==> config.mk <==
export PLATFORM = sky130hd
export DESIGN_NAME = dmem_ctrl
export DESIGN_NICKNAME = d
export VERILOG_FILES = /design/src/rtl/dmem_pkg.sv /design/src/rtl/dmem_lane_align.sv /design/src/rtl/dmem_ctrl.sv
export SDC_FILE = /design/constraint.sdc
export NUM_CORES = 2
export LEC_CHECK = 0
export BUFFER_PORTS_ARGS = -buffer_cell sky130_fd_sc_hd__buf_2
export CORE_MARGIN = 4
export CORE_UTILIZATION = 46
export DETAILED_ROUTE_END_ITERATION = 10
export REMOVE_ABC_BUFFERS = 1
export SLEW_MARGIN = 20
export SYNTH_ARGS = -nofsm -noshare
export SYNTH_HDL_FRONTEND = slang
export SYNTH_SLANG_ARGS = --single-unit
==> constraint.sdc <==
create_clock -name clk -period 3.42 [get_ports clk]
set_input_delay 0.171 -clock clk [delete_from_list [all_inputs] [get_ports clk]]
set_output_delay 0.171 -clock clk [all_outputs]
set_load 0.005 [all_outputs]
==> src/rtl/dmem_pkg.sv <==
// Shared encodings for the byte-addressable data memory controller.
// Holds access-size codes, FSM states and the size/lane legality check.
package dmem_pkg;

    localparam logic [1:0] SZ_BYTE = 2'b00;
    localparam logic [1:0] SZ_HALF = 2'b01;
    localparam logic [1:0] SZ_WORD = 2'b10;

    typedef enum logic [1:0] {
        ST_IDLE = 2'd0,
        ST_WAIT = 2'd1,
        ST_RESP = 2'd2
    } state_e;

    // Illegal size code or a lane offset that does not match the access size.
    function automatic logic size_lane_fault(input logic [1:0] size, input logic [1:0] lane);
        logic bad;
        bad = 1'b0;
        case (size)
            SZ_BYTE: bad = 1'b0;
            SZ_HALF: bad = lane[0];
            SZ_WORD: bad = (lane != 2'b00);
            default: bad = 1'b1;
        endcase
        return bad;
    endfunction

endpackage

==> src/rtl/dmem_lane_align.sv <==
// Combinational lane steering: store byte mask / replicated write data,
// and load lane extraction with sign or zero extension.
module dmem_lane_align
    import dmem_pkg::*;
(
    input  logic [1:0]  size_i,
    input  logic        unsigned_i,
    input  logic [1:0]  lane_i,
    input  logic [31:0] wdata_i,
    input  logic [31:0] rword_i,
    output logic [3:0]  wmask_o,
    output logic [31:0] wdata_o,
    output logic [31:0] rdata_o
);

    logic [7:0]  sel_byte;
    logic [15:0] sel_half;

    always_comb begin
        wmask_o = 4'b0000;
        wdata_o = '0;
        case (size_i)
            SZ_BYTE: begin
                wmask_o = 4'b0001 << lane_i;
                wdata_o = {4{wdata_i[7:0]}};
            end
            SZ_HALF: begin
                wmask_o = lane_i[1] ? 4'b1100 : 4'b0011;
                wdata_o = {2{wdata_i[15:0]}};
            end
            SZ_WORD: begin
                wmask_o = 4'b1111;
                wdata_o = wdata_i;
            end
            default: begin
                wmask_o = 4'b0000;
                wdata_o = '0;
            end
        endcase
    end

    always_comb begin
        sel_byte = rword_i[8*lane_i +: 8];
        sel_half = lane_i[1] ? rword_i[31:16] : rword_i[15:0];
        rdata_o  = '0;
        case (size_i)
            SZ_BYTE: rdata_o = {{24{sel_byte[7] & ~unsigned_i}}, sel_byte};
            SZ_HALF: rdata_o = {{16{sel_half[15] & ~unsigned_i}}, sel_half};
            SZ_WORD: rdata_o = rword_i;
            default: rdata_o = '0;
        endcase
    end

endmodule

==> src/rtl/dmem_ctrl.sv <==
// Byte-addressable data memory with configurable latency and valid/ready handshakes.
// Define DMEM_PERF_CNT_EN to add load/store/fault performance counters.
//   state   | meaning
//   ST_IDLE | ready for a request
//   ST_WAIT | latency countdown, access not yet performed
//   ST_RESP | response held until rsp_ready
module dmem_ctrl
    import dmem_pkg::*;
#(
    parameter int DEPTH_WORDS = 32,
    parameter int LATENCY     = 1,
    parameter int ADDR_W      = 32
) (
    input  logic              clk,
    input  logic              rst,
    input  logic              req_valid,
    output logic              req_ready,
    input  logic              req_write,
    input  logic [1:0]        req_size,
    input  logic              req_unsigned,
    input  logic [ADDR_W-1:0] req_addr,
    input  logic [31:0]       req_wdata,
    output logic              rsp_valid,
    input  logic              rsp_ready,
    output logic [31:0]       rsp_rdata,
    output logic              rsp_fault
`ifdef DMEM_PERF_CNT_EN
    ,
    output logic [31:0]       cnt_loads,
    output logic [31:0]       cnt_stores,
    output logic [31:0]       cnt_faults
`endif
);

    localparam int IDX_W = $clog2(DEPTH_WORDS);
    localparam int CNT_W = (LATENCY > 1) ? $clog2(LATENCY) : 1;

    state_e             state_q;
    logic               req_ready_q;
    logic               rsp_valid_q;
    logic [31:0]        rsp_rdata_q;
    logic               rsp_fault_q;
    logic [CNT_W-1:0]   cnt_q;
    logic               wr_q;
    logic [1:0]         size_q;
    logic               uns_q;
    logic [ADDR_W-1:0]  addr_q;
    logic [31:0]        mem_q [DEPTH_WORDS];

    logic               acc_wr;
    logic [1:0]         acc_size;
    logic               acc_uns;
    logic [ADDR_W-1:0]  acc_addr;
    logic               acc_fault;
    logic               accept;
    logic               do_access;
    logic [IDX_W-1:0]   idx;
    logic [31:0]        rword;
    logic [3:0]         wmask;
    logic [31:0]        wdata_sh;
    logic [31:0]        rdata_ext;
    logic [31:0]        wbits;
    logic [31:0]        wword;

    // With LATENCY == 1 the access runs on the accept edge, so operands come
    // straight from the request port; otherwise from the latched copy.
    always_comb begin
        acc_wr   = wr_q;
        acc_size = size_q;
        acc_uns  = uns_q;
        acc_addr = addr_q;
        if (state_q == ST_IDLE) begin
            acc_wr   = req_write;
            acc_size = req_size;
            acc_uns  = req_unsigned;
            acc_addr = req_addr;
        end
    end

    always_comb begin
        accept    = req_valid && req_ready_q;
        do_access = ((state_q == ST_IDLE) && accept && (LATENCY == 1)) ||
                    ((state_q == ST_WAIT) && (cnt_q == CNT_W'(1)));
        acc_fault = size_lane_fault(acc_size, acc_addr[1:0]) ||
                    ((acc_addr >> (IDX_W + 2)) != '0);
        idx       = acc_addr[IDX_W+1:2];
        rword     = mem_q[idx];
    end

    dmem_lane_align u_lane_align (
        .size_i     (acc_size),
        .unsigned_i (acc_uns),
        .lane_i     (acc_addr[1:0]),
        .wdata_i    (req_wdata_sel()),
        .rword_i    (rword),
        .wmask_o    (wmask),
        .wdata_o    (wdata_sh),
        .rdata_o    (rdata_ext)
    );

    logic [31:0] wdata_q;

    function automatic logic [31:0] req_wdata_sel();
        return (state_q == ST_IDLE) ? req_wdata : wdata_q;
    endfunction

    always_comb begin
        wbits = '0;
        for (int b = 0; b < 4; b++) begin
            wbits[8*b +: 8] = {8{wmask[b]}};
        end
        wword = (rword & ~wbits) | (wdata_sh & wbits);
    end

    always_ff @(posedge clk) begin
        if (rst) begin
            for (int i = 0; i < DEPTH_WORDS; i++) begin
                mem_q[i] <= '0;
            end
        end else if (do_access && acc_wr && !acc_fault) begin
            mem_q[idx] <= wword;
        end
    end

`ifdef DMEM_PERF_CNT_EN
    logic [31:0] cnt_loads_q;
    logic [31:0] cnt_stores_q;
    logic [31:0] cnt_faults_q;

    always_ff @(posedge clk) begin
        if (rst) begin
            cnt_loads_q  <= '0;
            cnt_stores_q <= '0;
            cnt_faults_q <= '0;
        end else if (do_access) begin
            if (acc_fault) begin
                cnt_faults_q <= cnt_faults_q + 32'd1;
            end else if (acc_wr) begin
                cnt_stores_q <= cnt_stores_q + 32'd1;
            end else begin
                cnt_loads_q <= cnt_loads_q + 32'd1;
            end
        end
    end

    assign cnt_loads  = cnt_loads_q;
    assign cnt_stores = cnt_stores_q;
    assign cnt_faults = cnt_faults_q;
`endif

    always_ff @(posedge clk) begin
        if (rst) begin
            state_q     <= ST_IDLE;
            req_ready_q <= 1'b1;
            rsp_valid_q <= 1'b0;
            rsp_rdata_q <= '0;
            rsp_fault_q <= 1'b0;
            cnt_q       <= '0;
            wr_q        <= 1'b0;
            size_q      <= SZ_BYTE;
            uns_q       <= 1'b0;
            addr_q      <= '0;
            wdata_q     <= '0;
        end else begin
            unique case (state_q)
                ST_IDLE: begin
                    if (accept) begin
                        wr_q        <= req_write;
                        size_q      <= req_size;
                        uns_q       <= req_unsigned;
                        addr_q      <= req_addr;
                        wdata_q     <= req_wdata;
                        req_ready_q <= 1'b0;
                        if (LATENCY == 1) begin
                            state_q <= ST_RESP;
                        end else begin
                            cnt_q   <= CNT_W'(LATENCY - 1);
                            state_q <= ST_WAIT;
                        end
                    end
                end
                ST_WAIT: begin
                    cnt_q <= cnt_q - CNT_W'(1);
                    if (cnt_q == CNT_W'(1)) begin
                        state_q <= ST_RESP;
                    end
                end
                ST_RESP: begin
                    if (rsp_ready) begin
                        state_q     <= ST_IDLE;
                        rsp_valid_q <= 1'b0;
                        req_ready_q <= 1'b1;
                    end
                end
                default: begin
                    state_q     <= ST_IDLE;
                    req_ready_q <= 1'b1;
                    rsp_valid_q <= 1'b0;
                end
            endcase
            if (do_access) begin
                rsp_valid_q <= 1'b1;
                rsp_rdata_q <= (acc_wr || acc_fault) ? 32'd0 : rdata_ext;
                rsp_fault_q <= acc_fault;
            end
        end
    end

    assign req_ready = req_ready_q;
    assign rsp_valid = rsp_valid_q;
    assign rsp_rdata = rsp_rdata_q;
    assign rsp_fault = rsp_fault_q;

endmodule
# --- Word level (Yosys, flattened, before mapping) ---
# Memories as Yosys holds them, arrays and structs flattened.
# Index checks and enable logic that the tools add are counted.
classes:
  n_shift: 2
  eq_ne: 9
  n_reduce_logical: 19
  n_mux: 30
  n_bitwise: 8
  addsub: 1
op_table:
  columns: ["operator", "n"]
  rows:
  - ["case mux 32 bit (3 select lines)", 2]
  - ["two-way mux 32 bit", 4]
  - ["AND 32 bit", 2]
  - ["inverter 32 bit", 1]
  - ["OR 32 bit", 1]
  - ["nonzero test 32 bit", 1]
  - ["OR reduction 32 bit", 1]
  - ["indexed part select 32 x 6 -> 8 bit", 1]
  - ["two-way mux 16 bit", 1]
  - ["two-way mux 1 bit", 12]
  - ["case mux 4 bit (3 select lines)", 1]
  - ["two-way mux 2 bit", 4]
  - ["inequality test 2 bit, second input constant", 3]
  - ["case mux 1 bit (3 select lines)", 2]
  - ["case mux 2 bit (3 select lines)", 1]
  - ["AND reduction 3 bit", 2]
  - ["logical AND 1 bit", 5]
  - ["two-way mux 5 bit", 1]
  - ["equality test 2 x 1 -> 1 bit, second input constant", 2]
  - ["equality test 2 bit, second input constant", 2]
  - ["zero test 2 bit", 2]
  - ["two-way mux 4 bit", 1]
  - ["AND reduction 2 bit", 2]
  - ["<< shifter 1 x 2 -> 4 bit, first input constant", 1]
  - ["10 further kinds", 14]
totals:
  ram_bits: 1024
  n_memories: 1
  in_bits: 72
  ff_bits: 106
mem_list:
  columns: ["memory", "depth", "width", "read_ports", "rd_clocked_by_memory_dff", "write_ports", "line", "rtl"]
  rows:
  - ["mem_q", 32, 32, 1, 0, 32, "dmem_ctrl.sv:48", "logic [31:0] mem_q [DEPTH_WORDS];"]

# --- Longest topological paths before layout ---
depth:
  ltp_word: 12
  ltp_mapped: 13
  ltp_nobuf: 8

# --- Hierarchy ---
# A second synthesis with hierarchy kept.
hier_totals:
  cells_unflattened: 4884
  hier_area_um2: 52983.3
modules_own_cells:
  columns: ["mod", "area_each_um2", "cells_each", "instances", "seq_area_each_um2"]
  rows:
  - ["dmem_ctrl", 51832.2, 4700, 1, 32511.2]
  - ["dmem_lane_align", 1151.1, 184, 1, 0.0]

# --- Worst setup path after synthesis ---
# No wires, ideal clock.
synth_path:
  path_kind: "register to register"
  from: "register state_q[1]"
  to: "memory mem_q[11][0] (enable)"
  setup_ps: 389
  n_path_buf: 4
  path_slack_ps: -265
  stages_incl_launch_ff: 13
  arrival_time_ps: 3296
  period_less_slack_ps: 3685
  cell_sequence: "dfxtp_1 buf_4 buf_4 buf_4 nor4_1 nand3_1 a221oi_1 and4b_1 nand3_2 nor3_2 nand2_1 clkbuf_1 nand2_1"
synth_lines:
  columns: ["item", "line", "rtl"]
  rows:
  - ["start: declaration", "dmem_ctrl.sv:38", "state_e state_q;"]
  - ["start signal: assignment", "dmem_ctrl.sv:153", "state_q <= ST_IDLE;"]
  - ["start signal: assignment", "dmem_ctrl.sv:175", "state_q <= ST_RESP;"]
  - ["start signal: assignment", "dmem_ctrl.sv:178", "state_q <= ST_WAIT;"]
  - ["end: declaration", "dmem_ctrl.sv:48", null]

==> impl_metrics.env <==
export IMPL_status="completed"
export IMPL_drtIter0Drc=5347
export IMPL_coreArea_um2=109000
export IMPL_synth_top_cells_by_area="edfxtp_1 61%, mux2i_1 8.0%, nor2_1 8.0%"
export IMPL_synth_warnings=0
export IMPL_synth_seq_cells=1124
export IMPL_gp_congestion=0.889
export IMPL_netlist_area_leader_share_pct=60.9
export IMPL_detail_route_wl_per_cell_um=27.2
export IMPL_antenna_found_initial=4
export IMPL_n_antenna_cell=0
export IMPL_yosysUniqueCellTypes=62
export IMPL_path_clk_slew_ns=0.06
export IMPL_ant_nets=0
export IMPL_finalSetupViolations=0
export IMPL_worstSetupPathType="reg -> reg"
export IMPL_io_pin_count=107
export IMPL_internal_power_mw=24.9
export IMPL_comb_power_share_pct=18.1
export IMPL_worst_ir_drop_vdd_mv=0.462
export IMPL_htree_levels=3
export IMPL_drv_cap=0
export IMPL_synthesis_area_um2=50500
export IMPL_clockBufferDepth=3
export IMPL_worstSetupStartpointType="flop"
export IMPL_clock_sinks=1124
export IMPL_ys_top_cells_by_count="1077 x nor2_1, 1024 x edfxtp_1, 682 x nand2_1"
export IMPL_fmax_ghz=0.296
export IMPL_cp_data_arrival_time_ns=3.78
export IMPL_p_leak_nw=23.4
export IMPL_clk_latency_ns=0.71
export IMPL_finalNonFillerCells=6361
export IMPL_hold_path_class="in -> reg"
export IMPL_fin_nets=4921
export IMPL_synth_main_ff_cell="edfxtp_1"
export IMPL_grt_pass1_vias=36400
export IMPL_dp_cells=6054
export IMPL_slew_violations=0
export IMPL_first_pass_iters=6
export IMPL_cts_tree="built"
export IMPL_power_total_mw=34.5
export IMPL_min_period_ns=3.37
export IMPL_numCtsBuffers=117
export IMPL_end_kind="flop"
export IMPL_grt_max_degree=51
export IMPL_fin_crit_sh_pct=98.7
export IMPL_slew_headroom_pct=37.0
export IMPL_ctsRootBufferMaster="clkbuf_16"
export IMPL_rsz0062_at_grt="true"
export IMPL_hold_worst_slack_ns=0.0492
export IMPL_synth_yosys_seq_area_share_pct=64.9
export IMPL_hold_viol=0
export IMPL_dieWidth_um=339
export IMPL_die_h_um=339
export IMPL_worst_pin_slew_ns=0.944
export IMPL_vias=38100
export IMPL_postSynthCellCount=4487
export IMPL_die_area_um2=115000
export IMPL_clkPwrFrac_pct=36.9
export IMPL_p_switching_mw=9.57
export IMPL_grt_pass1_wl_um=250000
export IMPL_finClkSkew_ns=0.0358
export IMPL_cp_max_fo=20
export IMPL_drive_gt1_share_pct=18.9
export IMPL_async_flop_share_pct=0
export IMPL_avgSynthCellArea_um2=11.3
export IMPL_power_density_nw_per_um2=563
export IMPL_netSwitchingFraction_pct=27.7
export IMPL_drc=0
export IMPL_finalSetupTns_ns=0
export IMPL_seqPwrFrac_pct=45.0
export IMPL_gr_total_overflow=0
export IMPL_port_buffers=106
export IMPL_syn_to_final_growth_pct=21.4
export IMPL_worst_ep_required_time_ns=3.82
export IMPL_viasPerCell=5.98
export IMPL_yosysMostFrequentCell="nor2_1"
export IMPL_synth_edf_count=1024
export IMPL_grtUsageTotal_pct=29.2
export IMPL_dpl_hpwl_um=109000
export IMPL_initial_utilization_pct=46.4
export IMPL_num_rows=121
export IMPL_routed_wl_um=173000
export IMPL_yosys_area_top_type="edfxtp_1"
==> final timing paths <==
path | slack (ns) | endpoint | cells past startpoint | startpoint
worst max-delay path | 0.05 | mem_q[18][30] | 11 | state_q[1]
worst min-delay path | 0.05 | wr_q | 3 | rst
worst max register to register | 0.05 | mem_q[18][30] | 11 | state_q[1]
worst min register to register | 0.45 | wdata_q[3] | 2 | wdata_q[3]
==> per-layer routing <==
layer | GRT usage [%] | wire length (µm)
met5 | 0 | 13
met4 | 8.85 | 5280
met3 | 5.80 | 19700
met2 | 46.3 | 78900
met1 | 41.1 | 69400
==> power groups by stage <==
stage | sequential (mW) | clock (mW) | combinational [mW]
after floorplan | 15.8 | 0 | 2.84
after global placement | 15.8 | 0 | 5.78
after detailed placement | 15.8 | 0 | 5.81
after CTS | 15.5 | 12.8 | 5.91
after global routing | 15.6 | 13.4 | 6.46
final | 15.5 | 12.7 | 6.23
==> kinds of logic after synthesis <==
| logic type | Yosys count | share of synthesized area, % |
|---|---|---|
| AOI/OAI and AO/OA | 428 | 5.11 |
| buffers and inverters | 399 | 3.58 |
| DFF | 1124 | 64.9 |
| muxes | 458 | 9.70 |
| and+or+nand+nor | 2078 | 16.7 |
==> repair_timing <==
| action | CTS | global route |
|---|---|---|
| pin swaps | 0 | 7 |
| endpoints found under the setup margin | 248 | 752 |
| resized for setup | 11 | 60 |
| setup buffers | 0 | 17 |
| cloned | 0 | 6 |
| hold buffers | 67 | 0 |
| hold endpoints to repair | 67 | 0 |
==> stage by stage <==
step / util (%) / setup WS, ns / instance area [µm²]
after floorplan: - / -19.11 / 48700
after global placement: 51.7 / -0.126 / 56200
after detailed placement: 51.7 / -0.151 / 56200
after CTS: 55.8 / 0.00197 / 60800
after global routing: 56.3 / -0.0272 / 61300
final: 56.3 / 0.0461 / 61300
==> sequential cells by signal, summed over array words and instances, names as in the netlist <==
name,cells
uns_q,1
size_q,2
rsp_rdata,32
state_q,1
addr_q,28
wr_q,1
rsp_fault,1
req_ready,1
wdata_q,32
rsp_valid,1
mem_q,1024
==> final cells by class <==
| class | count | area [µm²] |
|---|---|---|
| repair buffers | 639 | 6240 |
| flip-flops and latches | 1124 | 32800 |
| fillers | 8868 | 47600 |
| clock inverters | 70 | 618 |
| multi-input cells | 2965 | 16700 |
| inverters | 2 | 7.51 |
| well taps | 1414 | 1770 |
| clock buffers | 147 | 3190 |
==> critical path: stages, from the launching register on <==
cell     delay [ns]
dfxtp_4        0.42
mux2_8         0.43
buf_12         0.15
buf_12         0.14
buf_4          0.22
mux4_2         0.47
a22oi_1        0.33
nand4_1        0.16
buf_4          0.21
mux2i_4        0.23
buf_12         0.21
nor2_1         0.06
==> cells in the final DEF, fill, tap and decap left out, types with 67 or more instances in the layout <==
cell,Yosys,final
buf_12,0,114
nor2_1,1077,1056
buf_4,37,340
clkbuf_16,0,125
mux2i_1,404,380
dlygate4sd3_1,0,67
nand2_1,682,656
buf_2,111,106
a21oi_1,214,193
nand3_1,203,203
dfxtp_1,100,98
edfxtp_1,1024,1024
Power figures use the tool's default switching activity.
